File: src/rtl/keypad_number_entry.sv
// Debounced keypad front end that builds a 0-99 value from decoded key codes.
// Digit, clear, backspace and enter edit a pending entry; enter commits it to number.
module keypad_number_entry #(
    parameter int unsigned DEBOUNCE_CYCLES = 100000,
    parameter int unsigned CNT_W           = 17
) (
    input  logic       clk,
    input  logic       rst,
    input  logic [3:0] key_code,
    input  logic       key_pressed,
    output logic [7:0] number,
    output logic [7:0] entry,
    output logic [1:0] digit_count,
    output logic       commit,
    output logic       reject
);

    localparam int unsigned VAL_W = 8;
    localparam logic [3:0] KEY_CLEAR = 4'hA;
    localparam logic [3:0] KEY_BACK  = 4'hB;
    localparam logic [3:0] KEY_ENTER = 4'hE;

    typedef enum logic [1:0] {
        IDLE  = 2'd0,
        DEB_P = 2'd1,
        HELD  = 2'd2,
        DEB_R = 2'd3
    } state_e;

    state_e             state_q, state_d;
    logic [CNT_W-1:0]   cnt_q, cnt_d;
    logic [3:0]         code_q, code_d;
    logic [VAL_W-1:0]   number_q, number_d;
    logic [VAL_W-1:0]   entry_q, entry_d;
    logic [1:0]         dcount_q, dcount_d;
    logic               commit_q, commit_d;
    logic               reject_q, reject_d;

    logic               act_c;
    logic [3:0]         act_code_c;
    logic [CNT_W-1:0]   cnt_inc_c;
    logic               cnt_done_c;

    assign cnt_inc_c  = cnt_q + CNT_W'(1);
    assign cnt_done_c = (cnt_inc_c == CNT_W'(DEBOUNCE_CYCLES));

    // Debounce FSM, then the key action on the acceptance edge
    always_comb begin
        state_d    = state_q;
        cnt_d      = cnt_q;
        code_d     = code_q;
        number_d   = number_q;
        entry_d    = entry_q;
        dcount_d   = dcount_q;
        commit_d   = 1'b0;
        reject_d   = 1'b0;
        act_c      = 1'b0;
        act_code_c = code_q;

        unique case (state_q)
            IDLE: begin
                if (key_pressed) begin
                    code_d = key_code;
                    cnt_d  = CNT_W'(1);
                    if (DEBOUNCE_CYCLES == 1) begin
                        act_c      = 1'b1;
                        act_code_c = key_code;
                        state_d    = HELD;
                    end else begin
                        state_d = DEB_P;
                    end
                end
            end
            DEB_P: begin
                if (!key_pressed) begin
                    state_d = IDLE;
                end else if (key_code != code_q) begin
                    code_d = key_code;
                    cnt_d  = CNT_W'(1);
                end else begin
                    cnt_d = cnt_inc_c;
                    if (cnt_done_c) begin
                        act_c   = 1'b1;
                        state_d = HELD;
                    end
                end
            end
            HELD: begin
                if (!key_pressed) begin
                    cnt_d   = CNT_W'(1);
                    state_d = (DEBOUNCE_CYCLES == 1) ? IDLE : DEB_R;
                end
            end
            DEB_R: begin
                if (key_pressed) begin
                    state_d = HELD;
                end else begin
                    cnt_d = cnt_inc_c;
                    if (cnt_done_c) begin
                        state_d = IDLE;
                    end
                end
            end
            default: state_d = IDLE;
        endcase

        if (act_c) begin
            if (act_code_c <= 4'd9) begin
                if (dcount_q < 2'd2) begin
                    entry_d  = VAL_W'(entry_q * VAL_W'(10)) + VAL_W'(act_code_c);
                    dcount_d = dcount_q + 2'd1;
                end else begin
                    reject_d = 1'b1;
                end
            end else if (act_code_c == KEY_CLEAR) begin
                entry_d  = '0;
                dcount_d = '0;
            end else if (act_code_c == KEY_BACK) begin
                if (dcount_q != 2'd0) begin
                    entry_d  = entry_q / VAL_W'(10);
                    dcount_d = dcount_q - 2'd1;
                end
            end else if (act_code_c == KEY_ENTER) begin
                if (dcount_q != 2'd0) begin
                    number_d = entry_q;
                    commit_d = 1'b1;
                    entry_d  = '0;
                    dcount_d = '0;
                end
            end
        end
    end

    always_ff @(posedge clk) begin
        if (rst) begin
            state_q  <= IDLE;
            cnt_q    <= '0;
            code_q   <= '0;
            number_q <= '0;
            entry_q  <= '0;
            dcount_q <= '0;
            commit_q <= 1'b0;
            reject_q <= 1'b0;
        end else begin
            state_q  <= state_d;
            cnt_q    <= cnt_d;
            code_q   <= code_d;
            number_q <= number_d;
            entry_q  <= entry_d;
            dcount_q <= dcount_d;
            commit_q <= commit_d;
            reject_q <= reject_d;
        end
    end

    assign number      = number_q;
    assign entry       = entry_q;
    assign digit_count = dcount_q;
    assign commit      = commit_q;
    assign reject      = reject_q;

endmodule

File: config.mk
export PLATFORM = sky130hd
export DESIGN_NAME = keypad_number_entry
export DESIGN_NICKNAME = d
export VERILOG_FILES = /design/src/rtl/keypad_number_entry.sv
export SDC_FILE = /design/constraint.sdc
export NUM_CORES = 1
export LEC_CHECK = 0
export ABC_AREA = 1
export CAP_MARGIN = 10
export CORE_MARGIN = 2
export CORE_UTILIZATION = 30
export CTS_BUF_LIST = sky130_fd_sc_hd__clkbuf_2
export CTS_CLUSTER_SIZE = 12
export DETAILED_ROUTE_END_ITERATION = 6
export SYNTH_ARGS = -nofsm -noshare
export SYNTH_HDL_FRONTEND = slang
export SYNTH_SLANG_ARGS = --single-unit
File: constraint.sdc
create_clock -name clk -period 3.95 [get_ports clk]
set_input_delay 0.395 -clock clk [delete_from_list [all_inputs] [get_ports clk]]
set_output_delay 0.395 -clock clk [all_outputs]
set_load 0.05 [all_outputs]
==> impl_metrics.env, run 1 <==
export IMPL_max_freq_mhz=368
export IMPL_viasPerCell=4.77
export IMPL_synth_seq_cells=43
export IMPL_skew_ns=0.0201
export IMPL_yosysUniqueCellTypes=37
export IMPL_synthesis_area_um2=2950
export IMPL_ant_nets=0
export IMPL_cts_root_buffer="clkbuf_2"
export IMPL_coreArea_um2=9640
export IMPL_period_needed_ns=2.71
export IMPL_setup_tns_final_ns=0
export IMPL_power_density_nw_per_um2=231
export IMPL_status="finished clean"
export IMPL_fill_cells=1079
export IMPL_ys_warnings_count=0
export IMPL_met2_usage_pct=25.5
export IMPL_p_leak_nw=1.55
export IMPL_clk_latency_ns=0.45
export IMPL_synth_top_area_cell="dfxtp_1"
export IMPL_cp_max_fo=15
export IMPL_synth_mux_area_share_pct=0
export IMPL_post_cts_setup_buffers=0
export IMPL_die_w_um=103
export IMPL_crit_arrival_ns=3.13
export IMPL_finalCritPeriodShare_pct=68.7
export IMPL_setup_viol=0
export IMPL_grt_total_usage_pct=14.5
export IMPL_synthXorXnorAreaFrac_pct=3.56
export IMPL_slew_headroom_pct=48.1
export IMPL_synth_compound_area_share_pct=11.5
export IMPL_grt_pass1_vias=2699
export IMPL_drcViolationCount=0
export IMPL_wl_per_cell_um=11.6
export IMPL_grt_max_degree=26
export IMPL_syn_area_per_cell_um2=6.26
export IMPL_drt_iter0_drc=137
export IMPL_reg2reg_slack_ns=1.24
export IMPL_synthFlopType="dfxtp_1"
export IMPL_use_met1_pct=18.5
export IMPL_dr_pass1_iters=4
export IMPL_area_growth_syn_to_layout_pct=15.6
export IMPL_synth_simple_gate_area_share_pct=39.3
export IMPL_critPathRequiredTime_ns=4.37
export IMPL_cts_tree="done"
export IMPL_synth_top_family_by_area="simple AND/OR/NAND/NOR gates"
export IMPL_antenna_found_initial=0
export IMPL_numCtsBuffers=5
export IMPL_gp_congestion=0.917
export IMPL_fin_util_pct=35.4
export IMPL_grt_overflow=0
export IMPL_num_antenna_cells=0
export IMPL_cts_sinks=43
export IMPL_vdd_drop_max_mv=0.140
export IMPL_drt_total_wl_mm=7.36
export IMPL_maxCapViolCount=0
export IMPL_num_rows=36
export IMPL_cts_hold_buf=0
export IMPL_worst_pin_slew_ns=0.778
export IMPL_synth_edff_count=0
export IMPL_synth_fp_nets=493
export IMPL_drive_gt1_share_pct=4.21
export IMPL_clk_pin_slew_ns=0.26
export IMPL_yosys_top_cells_count="nand2_1 (136), nor2_1 (66), inv_1 (61), dfxtp_1 (43), a21oi_1 (34)"
export IMPL_cts_max_level=2
export IMPL_synthTopCellsByArea="dfxtp_1 (29%), nand2_1 (17%), nor2_1 (8.4%)"
export IMPL_start_util_pct=30.6
export IMPL_ys_async_sr_fraction_pct=0
export IMPL_hpwl_mm=5.51
export IMPL_hold_ws_ns=0.503
export IMPL_portBuffers=26
export IMPL_rsz0062_at_grt="no"
export IMPL_grt_pass1_wl_mm=12.2
export IMPL_clockBufferDepth=2
export IMPL_worstSetupEndpointType="register"
export IMPL_hold_class="reg -> reg"
export IMPL_hold_viol=0
export IMPL_pin_count=27
export IMPL_synth_top_area_share_pct=29.2
export IMPL_num_vias=3014
export IMPL_critPathKind="reg -> reg"
export IMPL_grt_met3_usage_pct=2.44
export IMPL_yosysMostFrequentCell="nand2_1"
export IMPL_fp_dieArea_um2=10600
export IMPL_synth_adder_area_share_pct=6.87
export IMPL_syn_instance_count=471
export IMPL_fin_nets=520
export IMPL_post_cts_resized=0
export IMPL_yosysSeqAreaShare_pct=29.2
export IMPL_start_kind="register"
export IMPL_grt_busiest_layer="met2"
export IMPL_fp_dieH_um=103
export IMPL_drv_slew=0
cells in the final DEF, fill, tap and decap left out, types with 2 or more instances in the layout:
cell               n
buf_4              2
o21ai_1            2
a21oi_2            2
a22oi_1            2
or2_2              3
dfxtp_1           43
nor2_1            66
clkdlybuf4s50_1   26
inv_1             61
ha_1              13
nor4_1             2
nand3b_1           4
a21oi_1           34
nor3b_1            2
xnor2_1            2
fa_1               2
xor2_1            10
nand3_1           32
nor3_1             5
clkbuf_2           5
o22ai_1            2
o21ai_0           18
nand2_1          136
nand4_1           11
flip-flops by register name, indices dropped and copies added, names as in the netlist, named ones only:
signal,count
state_q,1
digit_count,2
commit,1
entry,8
cnt_q,17
number,8
reject,1
act_code_c,4
area by class of cell:
class | count | area [µm²] | area share (%)
Clock buffer | 5 | 25.0 | 0.734
Clock inverter | 3 | 47.5 | 1.39
Inverter | 61 | 229 | 6.72
Multi-Input combinational cell | 359 | 1810 | 53.0
Sequential cell | 43 | 861 | 25.2
Tap cell | 133 | 166 | 4.88
Timing Repair Buffer | 28 | 275 | 8.07
per-layer routing:
metal / up-vias / share of wire [%] / wire, µm
li1: 1568 / - / -
met1: 1395 / 46 / 3370
met2: 45 / 49 / 3630
met3: 6 / 3.9 / 290
met4: 0 / 0.92 / 68
met5: - / 0 / 0
worst max-delay path, cell delays in order, from the launching register on:
cell	delay [ns]
dfxtp_1	0.57
ha_1	0.33
nand3_1	0.18
inv_1	0.15
nand3_1	0.11
nand2_1	0.12
nand2_1	0.06
nor3_1	0.14
nand4_1	0.11
nor2_1	0.20
nand3_2	0.30
inv_1	0.22
o21ai_0	0.09
nor2_1	0.11
per-stage QoR:
stage | instance area (µm²) | instances | power, mW | setup WS [ns]
2_1_floorplan | 2950 | 471 | 0.499 | 1.55
3_3_place_gp | 3340 | 624 | 0.518 | 1.36
3_5_place_dp | 3340 | 624 | 0.518 | 1.29
4_1_cts | 3410 | 632 | 0.798 | 1.23
5_1_grt | 3410 | 632 | 0.824 | 0.785
6_report | 3410 | 632 | 0.789 | 1.24
kinds of logic after synthesis:
group	count (synthesis)
and+or+nand+nor	269
buffers and inverters	69
AOI/OAI and AO/OA	63
DFF	43
adders and majority gates	15
xor gates and xnor gates	12
final timing paths:
kind / cells past startpoint / from / to
max: 13 / cnt_q[0] / entry[4]
max reg2reg: 13 / cnt_q[0] / entry[4]
min reg2reg: 2 / cnt_q[16] / cnt_q[16]
min: 2 / cnt_q[16] / cnt_q[16]
report_power, final:
group / switching (mW) / internal (mW) / total (mW)
Sequential: 0.00985 / 0.441 / 0.451
Combinational: 0.0386 / 0.0204 / 0.0590
Clock: 0.168 / 0.111 / 0.278
Note: power is estimated with default switching activity, not from simulation.
==> run 2, diff against run 1 <==
- clock period: 3.95 -> 2.2 ns (I/O delays scaled with it)
==> run 2 against run 1 <==
Hold slack got worse by 0.041 ns. Die area unchanged. Power grew 79%. Final cell count rose by 4.1%. Maximum frequency grew 24%. Critical endpoint is now entry[7]. Largest cell class unchanged. Largest power group unchanged.
==> impl_metrics.env, run 2 (same netlist as run 1, synthesis figures left out) <==
export IMPL_drt_total_wl_mm=8.01
export IMPL_grt_max_degree=20
export IMPL_rsz0062_at_grt="yes"
export IMPL_drv_slew=0
export IMPL_start_kind="register"
export IMPL_drt_iter0_drc=93
export IMPL_p_int_mw=1.03
export IMPL_clk_latency_ns=0.43
export IMPL_skew_ns=0.0510
export IMPL_dr_pass1_iters=4
export IMPL_period_needed_ns=2.19
export IMPL_regMostFlops="cnt_q"
export IMPL_wl_per_cell_um=12.2
export IMPL_cts_max_level=2
export IMPL_fill_cells=1043
export IMPL_viasPerCell=4.70
export IMPL_path_cells="ha_1, ha_2, fa_1, nand2_2, inv_1, nand2_2, nor2_2, o21ai_0, a21oi_1, nor2_1, nor2_1"
export IMPL_p_comb_share_pct=9.9
export IMPL_swShare_pct=27.2
export IMPL_coreArea_um2=9640
export IMPL_gp_congestion=0.919
export IMPL_finalCritPeriodShare_pct=99.5
export IMPL_ant_nets=0
export IMPL_max_freq_mhz=457
export IMPL_num_rows=36
export IMPL_grt_overflow=0
export IMPL_cts_tree="done"
export IMPL_clk_pin_slew_ns=0.25
export IMPL_fp_dieArea_um2=10600
export IMPL_p_switching_mw=0.385
export IMPL_placed_area_um2=3490
export IMPL_r2r_cells=11
export IMPL_fp_dieH_um=103
export IMPL_cts_root_buffer="clkbuf_2"
export IMPL_crit_arrival_ns=2.57
export IMPL_numCtsBuffers=5
export IMPL_hold_ws_ns=0.462
export IMPL_num_antenna_cells=0
export IMPL_slew_headroom_pct=41.6
export IMPL_hold_path_depth=3
export IMPL_drive_gt1_share_pct=18.3
export IMPL_critPathRequiredTime_ns=2.58
export IMPL_clockPowerShare_pct=33.2
export IMPL_fin_ws_ns=0.0113
export IMPL_hpwl_mm=5.84
export IMPL_grt_pass1_vias=2878
export IMPL_pwr_share_seq_pct=56.9
export IMPL_setup_viol=0
export IMPL_r2r_start="entry[1]"
export IMPL_min_delay_start="key_code[2]"
export IMPL_pin_count=27
export IMPL_worst_pin_slew_ns=0.870
export IMPL_drcViolationCount=0
export IMPL_grt_pass1_wl_mm=12.8
export IMPL_numPlacedInstances=643
export IMPL_critPathMaxStageDelay_ns=0.56
export IMPL_num_vias=3092
export IMPL_finalNonFillerCells=658
export IMPL_die_w_um=103
export IMPL_hold_class="in -> reg"
export IMPL_portBuffers=26
export IMPL_slowest_stage="fa_1"
export IMPL_status="finished clean"
export IMPL_cp_max_fo=3
export IMPL_largest_reg_flops=17
export IMPL_cts_sinks=43
export IMPL_p_leak_nw=1.72
export IMPL_worstSetupEndpointType="register"
export IMPL_hold_end="act_code_c[2]"
export IMPL_reg2reg_slack_ns=0.01
export IMPL_final_common_cell="nand2_1"
export IMPL_start_util_pct=30.6
export IMPL_hold_viol=0
export IMPL_vdd_drop_max_mv=0.208
export IMPL_clockBufferDepth=2
export IMPL_critPathKind="reg -> reg"
export IMPL_final_cell_area_um2=3840
export IMPL_crit_buf_inv=1
export IMPL_layout_common_cells="nand2_1 (126), inv_1 (58), nor2_1 (55)"
export IMPL_post_place_ws_ns=-0.00518
export IMPL_setup_tns_final_ns=0
export IMPL_cts_hold_buf=0
export IMPL_maxCapViolCount=0
export IMPL_fin_nets=547
export IMPL_power_density_nw_per_um2=369
export IMPL_r2r_end="entry[7]"
export IMPL_grt_total_usage_pct=15.0
export IMPL_area_growth_syn_to_layout_pct=30.2
export IMPL_cp_top_family="adder cells"
export IMPL_antenna_found_initial=0
[run 2: routing by layer]
metal / vias to the layer above / global-route usage [%] / wire (µm)
met1: 1425 / 18.6 / 3660
met5: - / 0 / 0
met4: 0 / 3.85 / 99
met2: 38 / 27.2 / 4020
li1: 1620 / - / -
met3: 9 / 2.31 / 234
[run 2: worst max path at each step]
| stage | startpoint | endpoint | slack, ns | cells past startpoint |
|---|---|---|---|---|
| after floorplan | entry[1] | entry[7] | 0.03 | 11 |
| after global placement | cnt_q[3] | number[1] | 0.03 | 13 |
| after detailed placement | cnt_q[0] | number[1] | -0.005 | 14 |
| after CTS | entry[1] | entry[7] | 0.02 | 11 |
| after global routing | cnt_q[0] | entry[7] | -0.11 | 14 |
| final | entry[1] | entry[7] | 0.01 | 11 |
[run 2: worst min-delay path: cells and delay by family]
| kind | cells | cell delay (ns) |
|---|---|---|
| AO/OA/AOI/OAI | 2 | 0.21 |
| buffers and inverters | 1 | 0.43 |
[run 2: area by class of cell]
type	instances	area, µm²	share of cell area [%]
repair buffers	54	513	13.4
clock inverters	2	37.5	0.978
multi-input cells	360	1980	51.7
flip-flops and latches	43	885	23.0
clock buffers	5	25.0	0.652
well taps	133	166	4.34
inverters	61	229	5.96
[run 2: metrics by stage]
stage | utilization, % | total power [mW]
4_1_cts | 37.0 | 1.42
3_5_place_dp | 36.2 | 0.945
6_report | 39.8 | 1.41
2_1_floorplan | - | 0.896
3_3_place_gp | 36.2 | 0.941
5_1_grt | 39.8 | 1.47
[run 2: what timing repair did]
action	4_1_cts	5_1_grt
setup endpoints to repair	10	22
pin swaps	0	14
setup buffers	0	7
cloned	0	1
resized for setup	3	62
[run 2: power groups by stage]
stage,clock [mW],sequential [mW],combinational [mW]
floorplan,0,0.820,0.0762
global placement,0,0.820,0.122
detailed placement,0,0.820,0.125
CTS,0.487,0.806,0.126
global route,0.507,0.807,0.157
finish,0.470,0.804,0.140
==> RTL change, RTL diff (settings of run 2) <==
Set the parameter `CNT_W` to 13 (it was 17).
--- a/src/rtl/keypad_number_entry.sv
+++ b/src/rtl/keypad_number_entry.sv
@@ -4,3 +4,3 @@
     parameter int unsigned DEBOUNCE_CYCLES = 100000,
-    parameter int unsigned CNT_W           = 17
+    parameter int unsigned CNT_W           = 13
 ) (
Check against the original RTL: same outputs for any inputs over 10 cycles, from zero or initial values and one cycle with rst high; that may be too few to reach the edited logic, so the function may still have changed.
==> RTL change against run 2 <==
Power is 12% lower; sequential share of layout area hardly changed; sequential cell count is 4 lower; worst setup slack worse by 0.0035 ns; design area is 9.3% lower; area after synthesis is 10% lower; combinational power is 20% higher; wire length is 16% lower; core utilization is 0.48 points higher; critical endpoint unchanged.
==> RTL change: results (changes against run 2) <==
Routing
  • Detailed-route via count: 2,606 (-16%)
  • Drt wl/cell: 12.1 um (-0.39%)
  • Number of design-rule violations left by the first detailed-router iteration: 70 (-25%)
  • Post-DR vias/cell: 4.67 (-0.61%)
  • Detailed-router iteration count before antenna repair: 4 (unchanged)

CTS
  • Root cell of the clock tree: clkbuf_2
  • Clock network latency to the later pin of the worst-skew pair: 0.42 ns
  • Worst-path clk slew: 0.23 ns (-0.02 ns)
  • Maximum root-to-sink buffer count: 2 (unchanged)
  • Number of H-tree levels: 2 (unchanged)
  • Clock buffers created by TritonCTS: 5 (unchanged)

Yosys
  • Top flip-flop cell by instance count after synthesis: dfxtp_1
  • Synthesis warning total: 0 (unchanged)
  • Commonest cells post-synth: nand2_1 (96), inv_1 (55), nor2_1 (55)
  • Asr flop ratio synth: 0% (unchanged)
  • Area contributors post-synth: dfxtp_1 (29%), nand2_1 (14%), inv_1 (7.8%)
  • Nets in the synthesized netlist: 418 (-15%)
  • Proportion of synthesized chip area in sequential cells: 29.4% (+0.24 points)
  • Post-Synthesis Cells: 397 (-16%)
  • Yosys cell types: 43 (+16%)

Power
  • Peak supply drop: 124 uV (-40%)
  • Cell leakage power: 1.57 nW (-8.5%)

Global routing
  • Global-route wire length before repair: 11,300 um (-11%)
  • Largest net degree at the start of global routing: 23 (+15%)
  • Number of antenna violations at the first check in global routing: 0 (unchanged)
  • Overall Global Routing Usage: 14.3% (-0.73 points)

Timing
  • Tightest slew margin relative to the limit: 52.3% (+11 points)
  • Hold slack final: 0.466 ns (+0.00406 ns)
  • Post-Route Skew: 0.0451 ns (-0.00588 ns)

Setup path
  • Worst setup path startpoint: entry[3]$_SDFFE_PP0P_
  • Worst endpoint data arrival time: 2.55 ns (-0.02 ns)
  • Worst setup path endpoint: entry[7]$_SDFFE_PP0P_
  • Capturing element type of the critical path: flop
  • Minimum setup slack among reg-to-reg paths: 0.008 ns
  • Highest fanout seen on the critical path: 2 (-1)
  • Reg2Reg Depth: 10 (-1)

Placed design
  • Number of placed instances, taps included: 545 (-15%)
  • IO Port Bufs: 26 (unchanged)
  • Estimated wirelength of the detail-placed design: 5020 um (-14%)
  • Routability congestion estimate: 0.820 (-11%)

Final layout
  • Fraction of layout cells with a size suffix above 1: 21.8% (+3.5 points)
  • Most flops, register: cnt_q
  • Max reg flops: 13 (-4)
  • N_diodes: 0 (unchanged)
  • Final net count: 470 (-14%)

Status
  • Status: complete, no violations

Min path
  • HP Class: input port to flop
[RTL change: cells by family (layout without fill, tap and decap cells)]
kind of cell | Yosys count | in the layout | synth area share [%]
xor+xnor | 17 | 17 | 5.61
compound gates | 57 | 57 | 12.1
flops | 39 | 39 | 29.4
buf+inv | 67 | 120 | 9.81
fa+ha+maj | 14 | 14 | 7.17
simple gates | 203 | 203 | 35.9
[RTL change: critical path, cell delays in order (launching register included)]
cell and delay [ns]:
dfxtp_4 0.41, ha_4 0.24, ha_4 0.16, fa_1 0.58
nand2_2 0.09, a21oi_2 0.14, nand2_1 0.08, xor2_1 0.16
nor2_1 0.09, o21ai_1 0.07, nor2_1 0.11
[RTL change: cell type report]
class                   instances  area, um2
fillers                       892       5150
repair buffers                 51        467
clock inverters                 2       8.76
inverters                      61        229
clock buffers                   6       30.0
multi-input cells             291       1810
flip-flops and latches         39        803
well taps                     108        135
[RTL change: through the flow]
stage | setup slack, ns | setup TNS [ns] | total power, mW | area [um2] | util (%)
detailed placement | 0.00421 | 0 | 0.922 | 3180 | 36.9
floorplan | 0.00796 | 0 | 0.867 | 2670 | -
finish | 0.00783 | 0 | 1.24 | 3480 | 40.3
CTS | 0.000470 | 0 | 1.25 | 3260 | 37.8
global route | -0.0996 | -0.999 | 1.30 | 3480 | 40.3
global placement | 0.0212 | 0 | 0.919 | 3180 | 36.9
[RTL change: report_power, final]
part           internal [mW]  switching [mW]
clock                 0.0781           0.248
combinational         0.0589           0.109
sequential             0.720          0.0229
total                  0.857           0.381
[RTL change: worst min path at each step]
stage	from	endpoint	cells after the start
finish	key_code[1]	act_code_c[1]$_SDFFE_PP0P_	3
floorplan	key_code[3]	act_code_c[3]$_SDFFE_PP0P_	2
detailed placement	cnt_q[6]$_SDFFE_PP0P_	cnt_q[6]$_SDFFE_PP0P_	2
CTS	key_code[1]	act_code_c[1]$_SDFFE_PP0P_	3
global route	key_code[0]	act_code_c[0]$_SDFFE_PP0P_	3
global placement	cnt_q[12]$_SDFFE_PP0P_	cnt_q[12]$_SDFFE_PP0P_	2
[RTL change: timing repair]
action	in CTS	in global routing
buffers inserted	0	5
setup endpoints to repair	13	21
gates resized for setup	8	49
pin swaps	1	16
[RTL change: routing by layer]
layer / wire [um] / share of wire, % / global-route usage, % / vias up
li1: - / - / - / 1367
met1: 3100 / 46 / 17.4 / 1189
met2: 3380 / 50 / 25.4 / 40
met3: 197 / 2.9 / 2.43 / 10
met4: 95 / 1.4 / 4.81 / 0
met5: 0 / 0 / 0 / -
